$ cat config.mk
export PLATFORM = sky130hd
export DESIGN_NAME = fetch_unit
export DESIGN_NICKNAME = d
export VERILOG_FILES = /design/src/rtl/fetch_unit.sv
export SDC_FILE = /design/constraint.sdc
export NUM_CORES = 1
export LEC_CHECK = 0
export BUFFER_PORTS_ARGS = -buffer_cell sky130_fd_sc_hd__clkbuf_2
export CORE_MARGIN = 2
export CORE_UTILIZATION = 45
export DETAILED_ROUTE_END_ITERATION = 8
export GPL_ROUTABILITY_DRIVEN = 0
export PLACE_DENSITY_LB_ADDON = 0.05
export SLEW_MARGIN = 20
export SYNTH_ARGS = -nofsm -noshare
export SYNTH_HDL_FRONTEND = slang
export SYNTH_SLANG_ARGS = --single-unit
$ cat constraint.sdc
create_clock -name clk -period 6.35 [get_ports clk]
set_clock_uncertainty 0.2 [all_clocks]
set_input_delay 1.27 -clock clk [delete_from_list [all_inputs] [get_ports clk]]
set_output_delay 1.27 -clock clk [all_outputs]
set_load 0.01 [all_outputs]
$ cat src/rtl/fetch_unit.sv
// Instruction fetch stage: issues one memory read per PC value, delivers the word to decode,
// and advances the PC only on decode acceptance. Bus errors and response timeouts latch a sticky fault.
module fetch_unit #(
  parameter int ADDR_W  = 24,
  parameter int INSTR_W = 32,
  parameter int TIMEOUT = 255
) (
  input  logic               clk,
  input  logic               rst,
  input  logic               fetch_en,
  input  logic [ADDR_W-1:0]  pc_in,
  output logic [1:0]         pc_handle,
  output logic               mem_req_valid,
  input  logic               mem_req_ready,
  output logic [ADDR_W-1:0]  mem_req_addr,
  input  logic               mem_rsp_valid,
  input  logic [INSTR_W-1:0] mem_rsp_data,
  input  logic               mem_rsp_err,
  output logic               instr_valid,
  input  logic               instr_ready,
  output logic [INSTR_W-1:0] instr_data,
  output logic [ADDR_W-1:0]  instr_pc,
  output logic               fault,
  output logic [1:0]         fault_code,
  output logic [ADDR_W-1:0]  fault_pc
);

  localparam int CNT_W = (TIMEOUT < 2) ? 1 : $clog2(TIMEOUT + 1);
  localparam logic [CNT_W-1:0] TO_VAL = CNT_W'(TIMEOUT);

  typedef enum logic [2:0] {
    S_IDLE  = 3'd0,
    S_REQ   = 3'd1,
    S_WAIT  = 3'd2,
    S_OUT   = 3'd3,
    S_FAULT = 3'd4
  } state_e;

  state_e             state_q, state_d;
  logic [ADDR_W-1:0]  addr_q, addr_d;
  logic [INSTR_W-1:0] data_q, data_d;
  logic [ADDR_W-1:0]  ipc_q, ipc_d;
  logic [CNT_W-1:0]   cnt_q, cnt_d;
  logic               fault_q, fault_d;
  logic [1:0]         code_q, code_d;
  logic [ADDR_W-1:0]  fpc_q, fpc_d;

  // Valids are pure state decodes so they drop the instant reset asserts.
  assign mem_req_valid = (state_q == S_REQ);
  assign instr_valid   = (state_q == S_OUT);
  assign pc_handle     = {1'b0, instr_valid & instr_ready};
  assign mem_req_addr  = addr_q;
  assign instr_data    = data_q;
  assign instr_pc      = ipc_q;
  assign fault         = fault_q;
  assign fault_code    = code_q;
  assign fault_pc      = fpc_q;

  // Next-state and datapath update for the fetch sequence.
  always_comb begin
    state_d = state_q;
    addr_d  = addr_q;
    data_d  = data_q;
    ipc_d   = ipc_q;
    cnt_d   = cnt_q;
    fault_d = fault_q;
    code_d  = code_q;
    fpc_d   = fpc_q;
    case (state_q)
      S_IDLE: begin
        if (fetch_en) begin
          addr_d  = pc_in;
          state_d = S_REQ;
        end else begin
          state_d = S_IDLE;
        end
      end
      S_REQ: begin
        if (mem_req_ready) begin
          cnt_d   = '0;
          state_d = S_WAIT;
        end else begin
          state_d = S_REQ;
        end
      end
      S_WAIT: begin
        // A response arriving on the last allowed cycle still wins over the watchdog.
        if (mem_rsp_valid) begin
          if (mem_rsp_err) begin
            fault_d = 1'b1;
            code_d  = 2'b01;
            fpc_d   = addr_q;
            state_d = S_FAULT;
          end else begin
            data_d  = mem_rsp_data;
            ipc_d   = addr_q;
            state_d = S_OUT;
          end
        end else if ((TIMEOUT != 0) && (cnt_q == TO_VAL)) begin
          fault_d = 1'b1;
          code_d  = 2'b10;
          fpc_d   = addr_q;
          state_d = S_FAULT;
        end else if (TIMEOUT != 0) begin
          cnt_d = cnt_q + CNT_W'(1);
        end else begin
          cnt_d = cnt_q;
        end
      end
      S_OUT: begin
        // pc_in still holds the delivered PC here; the PC itself steps on this same edge.
        if (instr_ready) begin
          if (fetch_en) begin
            addr_d  = pc_in + ADDR_W'(1);
            state_d = S_REQ;
          end else begin
            state_d = S_IDLE;
          end
        end else begin
          state_d = S_OUT;
        end
      end
      S_FAULT: state_d = S_FAULT;
      default: state_d = S_IDLE;
    endcase
  end

  // State and datapath registers.
  always_ff @(posedge clk or posedge rst) begin
    if (rst) begin
      state_q <= S_IDLE;
      addr_q  <= '0;
      data_q  <= '0;
      ipc_q   <= '0;
      cnt_q   <= '0;
      fault_q <= 1'b0;
      code_q  <= 2'b00;
      fpc_q   <= '0;
    end else begin
      state_q <= state_d;
      addr_q  <= addr_d;
      data_q  <= data_d;
      ipc_q   <= ipc_d;
      cnt_q   <= cnt_d;
      fault_q <= fault_d;
      code_q  <= code_d;
      fpc_q   <= fpc_d;
    end
  end

endmodule
### After elaboration in Yosys (flattened, before gate mapping)

Cells that the tools add are included.

| storage, ports and cells | value |
|---|---|
| register bits | 118 |
| bits in latches | 0 |
| RAM bits | 0 |
| bits in read-only memories | 0 |
| input port bits | 63 |
| logic and storage cells | 57 |
| memories | 0 |

| cells by class | value |
|---|---|
| add/sub/neg operators | 2 |
| multipliers | 0 |
| divide/modulo/power cells | 0 |
| $lt $le $gt $ge | 0 |
| equal/unequal tests | 13 |
| shifts and indexed selects | 0 |
| multiplexer cells | 24 |
| bitwise logic cells | 2 |
| reductions and logical operators | 8 |

Operators with widths:

| kind | number |
|---|---|
| 24-bit two-way mux | 6 |
| 24-bit case mux with 2 select lines | 1 |
| 24-bit by 1-bit adder with 24-bit output (second input constant) | 1 |
| 8-bit two-way mux | 3 |
| 8-bit case mux with 2 select lines | 1 |
| 3-bit case mux with 5 select lines | 1 |
| 3-bit two-way mux | 4 |
| 8-bit by 1-bit adder with 8-bit output (second input constant) | 1 |
| 8-bit == test (second input constant) | 1 |
| 2-bit two-way mux | 4 |
| 2-bit inequality test (second input constant) | 4 |
| 4-bit AND reduction | 2 |
| 3-bit by 2-bit == test with 1-bit output (second input constant) | 2 |
| 2-bit by 1-bit inequality test with 1-bit output (second input constant) | 3 |
| 3-bit AND reduction | 2 |
| 2-bit nonzero test | 3 |
| 1-bit two-way mux | 4 |
| 3-bit by 1-bit == test with 1-bit output (second input constant) | 1 |
| 3-bit == test (second input constant) | 1 |
| 3-bit logical NOT | 1 |
| 3-bit inequality test (second input constant) | 1 |
| 1-bit AND | 1 |
| 1-bit NOT | 1 |

### Longest topological paths before layout

Gate-level depths: netlist (run 1).

| depth | value |
|---|---|
| depth after elaboration | 4 |
| mapped depth | 7 |
| mapped depth without buffers | 5 |

### Least setup slack after synthesis (run 1)

OpenSTA, ideal clock, no wires.

| path | value |
|---|---|
| path type | input to output |
| from | in instr_ready |
| to | out pc_handle[0] |
| arrival | 1,416 ps |
| setup slack | 3,464 ps |
| stages on the path | 1 |
| path buffers | 0 |
| path through | and2_1 |

| between the ends | value |
|---|---|
| word-level cells in the longest chain between the ends | 1 |

RTL lines:

| element | line | text |
|---|---|---|
| start: declaration | 20 | `input logic instr_ready,` |
| 1-bit AND | 51 | `assign pc_handle = {1'b0, instr_valid & instr_ready};` |
| end: declaration | 12 | `output logic [1:0] pc_handle,` |

No other way between the ends.

### Worst setup path after layout (run 1)

Same ends and word-level chain as after synthesis.

==> results.cfg, run 1 <==
[critical_path]
path_cells = clkbuf_2, and2_1, clkbuf_2
startpoint_type = input port
reg2reg_slack_ps = 3680
endpoint_kind = primary output
worstPathRequired_ps = 4880
critical_path_class = in2out
slowest_delay_ps = 140
arrival_ps = 1640
timing.rr.start = state_q[1]
cp_common_cell = clkbuf_2
reg2reg_depth = 4
crit_fanout = 4
cp_num_buf_inv = 2
rr_endpoint = instr_data[31]
cp_slowest_cell = and2_1
crit_family = buffers and inverters

[drt]
drc_errors = 0
first_pass_iters = 4
drtAntennaViolNets = 0
drt_first_iter_violations = 133
post_drt_wl_per_cell_um = 15.4
avgViaCountPerCell = 5.26
finalWirelength_um = 11400
num_vias = 3884

[global_routing]
grt_max_degree = 67
antenna_found_initial = 0
grt_util_met3_pct = 6.34
gr-usage-all-layers_pct = 19.2
grt_use_met1_pct = 23.8
grt_util_met2_pct = 31.1
first_global_vias = 3874
top_usage_layer = met2
grt-ovfl-total = 0
grt_pass1_wl_um = 18700

[placed_design]
place_hpwl_um = 8080
portBuffers = 172

[die]
die_h_um = 111
start_util_pct = 45.7
coreArea_mm2 = 0.0113
io_pins = 174
die_w_um = 111
die-area_mm2 = 0.0123
rows = 39

[clock_network]
post_cts_buffers = 0
clkTransAtPathRegs_ps = 50
cts_max_level = 4
clk_latency_ps = 410
ctsLongestPathBuffers = 2
cts.repair.resized = 0
cts-root-buf = clkbuf_16
cts_tree = done
cts_buffers = 17
clock_sinks = 118
cts_hold_buf = 0

[timing]
finalHoldViolCount = 0
fmax_ghz = 0.321
setup_viol = 0
whs_ps = 271
tightest_slew_ps = 833
slew_viol_final = 0
fin_crit_sh_pct = 49.1
slew_headroom_pct = 44.5
final.setup.tns_ps = 0
finalCriticalPeriod_ps = 3110
grt_setup_unrepaired = false

[final_layout]
syn2layout_area_growth_pct = 28.9
diodes = 0
final_common_cell = clkbuf_2
final_net_count = 651
final_cell_mix = 172 x clkbuf_2, 118 x dfrtp_1, 73 x mux2_2, 28 x nand2_1, 22 x o21ai_0
final_layout_size_suffix_gt1_share_pct = 47.5

[synthesis]
avgSynthCellArea_um2 = 12.5
synthesis.area_mm2 = 0.00515
syn_nets = 476
ys_ff_latch = 118
ys_seq_area_share_pct = 57.3
synth.distinct_cells = 47
synth-main-ff-cell = dfrtp_1
async_reset_ff_share_pct = 100
ys_warn_count = 0
syn_inst = 411
synth_edf_count = 0

[hold_path]
hold-path-endpoint = fault
hold_class = reg2reg
min_path_cells = 1
min_from = fault

[power]
leakagePower_uw = 0.00318
ir_worst_vdd_mv = 0.265
powerDensity_mw_per_mm2 = 490

[job]
maxCapViolations = 0

[outcome]
status = finished clean
## Yosys cell counts, types with 2 or more instances
master / number / share of area [%]
nand3_1: 12 / 1.2
nor2_1: 19 / 1.4
or4_1: 8 / 1.2
nand3b_1: 2 / 0.29
inv_1: 7 / 0.51
dfrtp_1: 118 / 57
mux2_1: 7 / 1.5
xor2_1: 5 / 0.85
o41ai_1: 2 / 0.34
o21ai_0: 22 / 2.1
nand2_1: 28 / 2.0
clkbuf_1: 4 / 0.29
mux2_2: 73 / 16
nand2b_1: 2 / 0.24
a21oi_1: 7 / 0.68
buf_6: 3 / 0.66
and3_1: 4 / 0.49
o31ai_1: 8 / 1.2
or4b_1: 2 / 0.39
buf_4: 7 / 1.0
o211ai_1: 3 / 0.44
and2_1: 4 / 0.49
or3_1: 10 / 1.2
ha_1: 2 / 0.49
nor3b_1: 2 / 0.29
buf_2: 6 / 0.58
xnor2_1: 4 / 0.68
nand4_1: 8 / 0.97
a31oi_1: 14 / 1.7
## final cells by class
cell class	instances	area, um^2
clock inverters	5	50.0
flip-flops and latches	118	2950
clock buffers	24	482
multi-input cells	266	2060
repair buffers	176	891
fillers	990	4630
inverters	7	28.8
well taps	143	179
## worst register-to-register path, cell delays in order (launching register included)
cell	delay, ps
dfrtp_1	490
nor3b_4	360
nor3b_2	640
buf_4	460
mux2_2	400
## how the worst max path moves through the flow
stage                             start              to  cells after the start
after floorplan                     rst        cnt_q[0]                      1
after detailed placement  mem_rsp_valid  instr_data[31]                      5
after CTS                   instr_ready    pc_handle[0]                      3
after global routing         state_q[0]    pc_handle[0]                      4
final                       instr_ready    pc_handle[0]                      3
after global placement    mem_rsp_valid  instr_data[19]                      5
## report_power, final
group / total [uW] / internal (uW) / leakage (uW) / switching (uW)
registers: 1340 / 1100 / 0.00143 / 236
clock network: 863 / 558 / 0.000266 / 305
logic: 1050 / 523 / 0.00149 / 532
## per-layer routing
layer	part of all wire, %	vias to the layer above
met1	44	1903
li1	-	1855
met3	5.9	14
met4	1.7	0
met5	0	-
met2	48	112
## through the flow
stage	cells	instance area [um^2]	utilization (%)	setup slack [ps]	total power (uW)
2_1_floorplan	411	5150	-	1750	1930
3_3_place_gp	710	6100	54.1	3120	2370
3_5_place_dp	710	6100	54.1	3030	2420
4_1_cts	739	6630	58.8	3220	3300
5_1_grt	739	6640	58.9	3150	3460
6_report	739	6640	58.9	3240	3250
## registers in the layout (all words and copies together), names as in the netlist
name	count
cnt_q	8
fault_code	2
fault	1
instr_pc	24
state_q	3
mem_req_addr	24
fault_pc	24
instr_data	32
## kinds of logic after synthesis
group / count (synthesis) / synth area share [%]
muxes: 80 / 17.5
xor gates and xnor gates: 9 / 1.53
other: 1 / 0.0728
AOI/OAI and AO/OA: 63 / 7.53
adders and majority gates: 2 / 0.486
buffers and inverters: 27 / 3.06
and+or+nand+nor: 111 / 12.5
DFF: 118 / 57.3
Note: power is estimated with default switching activity, not from simulation.
==> run 2: changes to the inputs <==
- clock period: 6.35 -> 3.16 ns (I/O delays scaled with it)
==> results.cfg, run 2 (same netlist as run 1, synthesis figures left out) <==
[die]
coreArea_mm2 = 0.0113
die-area_mm2 = 0.0123
die_w_um = 111
io_pins = 174
rows = 39
start_util_pct = 45.7
die_h_um = 111

[power]
swShare_pct = 32.1
clock_power_share_pct = 29.6
leakagePower_uw = 0.00324
intPower_uw = 4640
ir_worst_vdd_mv = 0.555
p_switching_uw = 2190
finalPower_uw = 6830
seq_power_share_pct = 39.2
powerDensity_mw_per_mm2 = 1010
power.combinational.fraction_pct = 31.2

[timing]
fin_crit_sh_pct = 77.8
finalCriticalPeriod_ps = 2460
slew_headroom_pct = 49.1
grt_setup_unrepaired = false
tightest_slew_ps = 762
setup_viol = 0
slew_viol_final = 0
finalHoldViolCount = 0
fmax_ghz = 0.407
final.setup.tns_ps = 0
whs_ps = 138

[placed_design]
place_hpwl_um = 8190
portBuffers = 172

[drt]
wl_met2_um = 5690
avgViaCountPerCell = 5.20
num_vias = 3871
drt_first_iter_violations = 134
finalWirelength_um = 11600
dr_wl_met3_um = 685
drtAntennaViolNets = 0
highest_layer = met4
first_pass_iters = 4
drt-met1-wl_um = 5030
post_drt_wl_per_cell_um = 15.6
drc_errors = 0

[final_layout]
final_net_count = 653
final_common_cell = clkbuf_2
final_layout_size_suffix_gt1_share_pct = 48.3
diodes = 0
final_cell_mix = 172 x clkbuf_2, 118 x dfrtp_1, 73 x mux2_2, 28 x nand2_1, 22 x o21ai_0
final_core_util_pct = 60.0
largest_register_ffs = 32
syn2layout_area_growth_pct = 31.4

[global_routing]
grt-ovfl-total = 0
grt_pass1_wl_um = 19600
grt_max_degree = 45
first_global_vias = 4002
antenna_found_initial = 0
gr-usage-all-layers_pct = 20.1

[critical_path]
reg2reg_slack_ps = 880
rr_endpoint = instr_data[31]
worstSetupStartpoint = state_q[2]
slowest_delay_ps = 470
worstPathRequired_ps = 2330
timing.rr.start = state_q[1]
endpoint_kind = primary output
cp_slowest_cell = dfrtp_1
arrival_ps = 1630
critical_path_class = reg2out
critPathCapture = pc_handle[0]
crit_fanout = 8
startpoint_type = register
reg2reg_depth = 4
path_cells = nand3b_1, inv_1, and2_1, clkbuf_2

[clock_network]
cts-root-buf = clkbuf_16
cts_hold_buf = 0
post_cts_buffers = 0
cts_buffers = 17
ctsLongestPathBuffers = 2
cts_max_level = 4
cts_tree = done
clock_sinks = 118
clkTransAtPathRegs_ps = 50
cts.repair.resized = 0
clk_latency_ps = 410

[outcome]
status = finished clean

[hold_path]
hold_class = in2async

[job]
maxCapViolations = 0
-- run 2: cell types whose count changed in the layout (fill, tap and decap cells not counted), sizes merged --
cell      before  now
bufinv         1    4
clkinv         4    6
clkinvlp       0    1
clkbuf       196  194
inv            7    6
buf            4    6
-- run 2: metal layers --
layer | GRT usage [%] | up-vias
met4 | 8.25 | 0
li1 | - | 1852
met2 | 32.9 | 125
met5 | 0 | -
met3 | 5.74 | 12
met1 | 25.1 | 1882
-- run 2: worst max-delay path, delay by kind of cell, from the launching register on --
kind	cells	cell delay [ps]
AND/OR/NAND/NOR	2	430
buffers and inverters	2	310
flip-flops	1	470
-- run 2: power groups by stage --
| stage | Sequential [uW] | Combinational [uW] | Clock, uW |
|---|---|---|---|
| finish | 2680 | 2130 | 2020 |
| floorplan | 2920 | 960 | 0 |
| CTS | 2690 | 2180 | 2070 |
| global route | 2790 | 2340 | 2130 |
| global placement | 2660 | 2130 | 0 |
| detailed placement | 2710 | 2170 | 0 |
-- run 2: how the worst min path moves through the flow --
stage                     cells after the start              to  startpoint
after floorplan                               1        cnt_q[0]    cnt_q[0]
after global placement                        1           fault       fault
after detailed placement                      1           fault       fault
after CTS                                     2    fault_pc[20]         rst
after global routing                          2  instr_data[20]         rst
final                                         2  instr_data[27]         rst
-- run 2: final cells by class --
type | instances | area [um^2]
timing repair buffer | 178 | 931
fill | 937 | 4510
clock inverter | 10 | 150
sequential | 118 | 2950
clock buffer | 22 | 474
multi-input combinational | 266 | 2050
tap | 143 | 179
inverter | 7 | 30.0
-- run 2: stage by stage --
step	instances	cell area [um^2]	worst slack, ps
6_report	744	6770	702
3_5_place_dp	712	6140	754
5_1_grt	744	6770	632
4_1_cts	744	6770	689
2_1_floorplan	411	5150	887
3_3_place_gp	712	6140	786
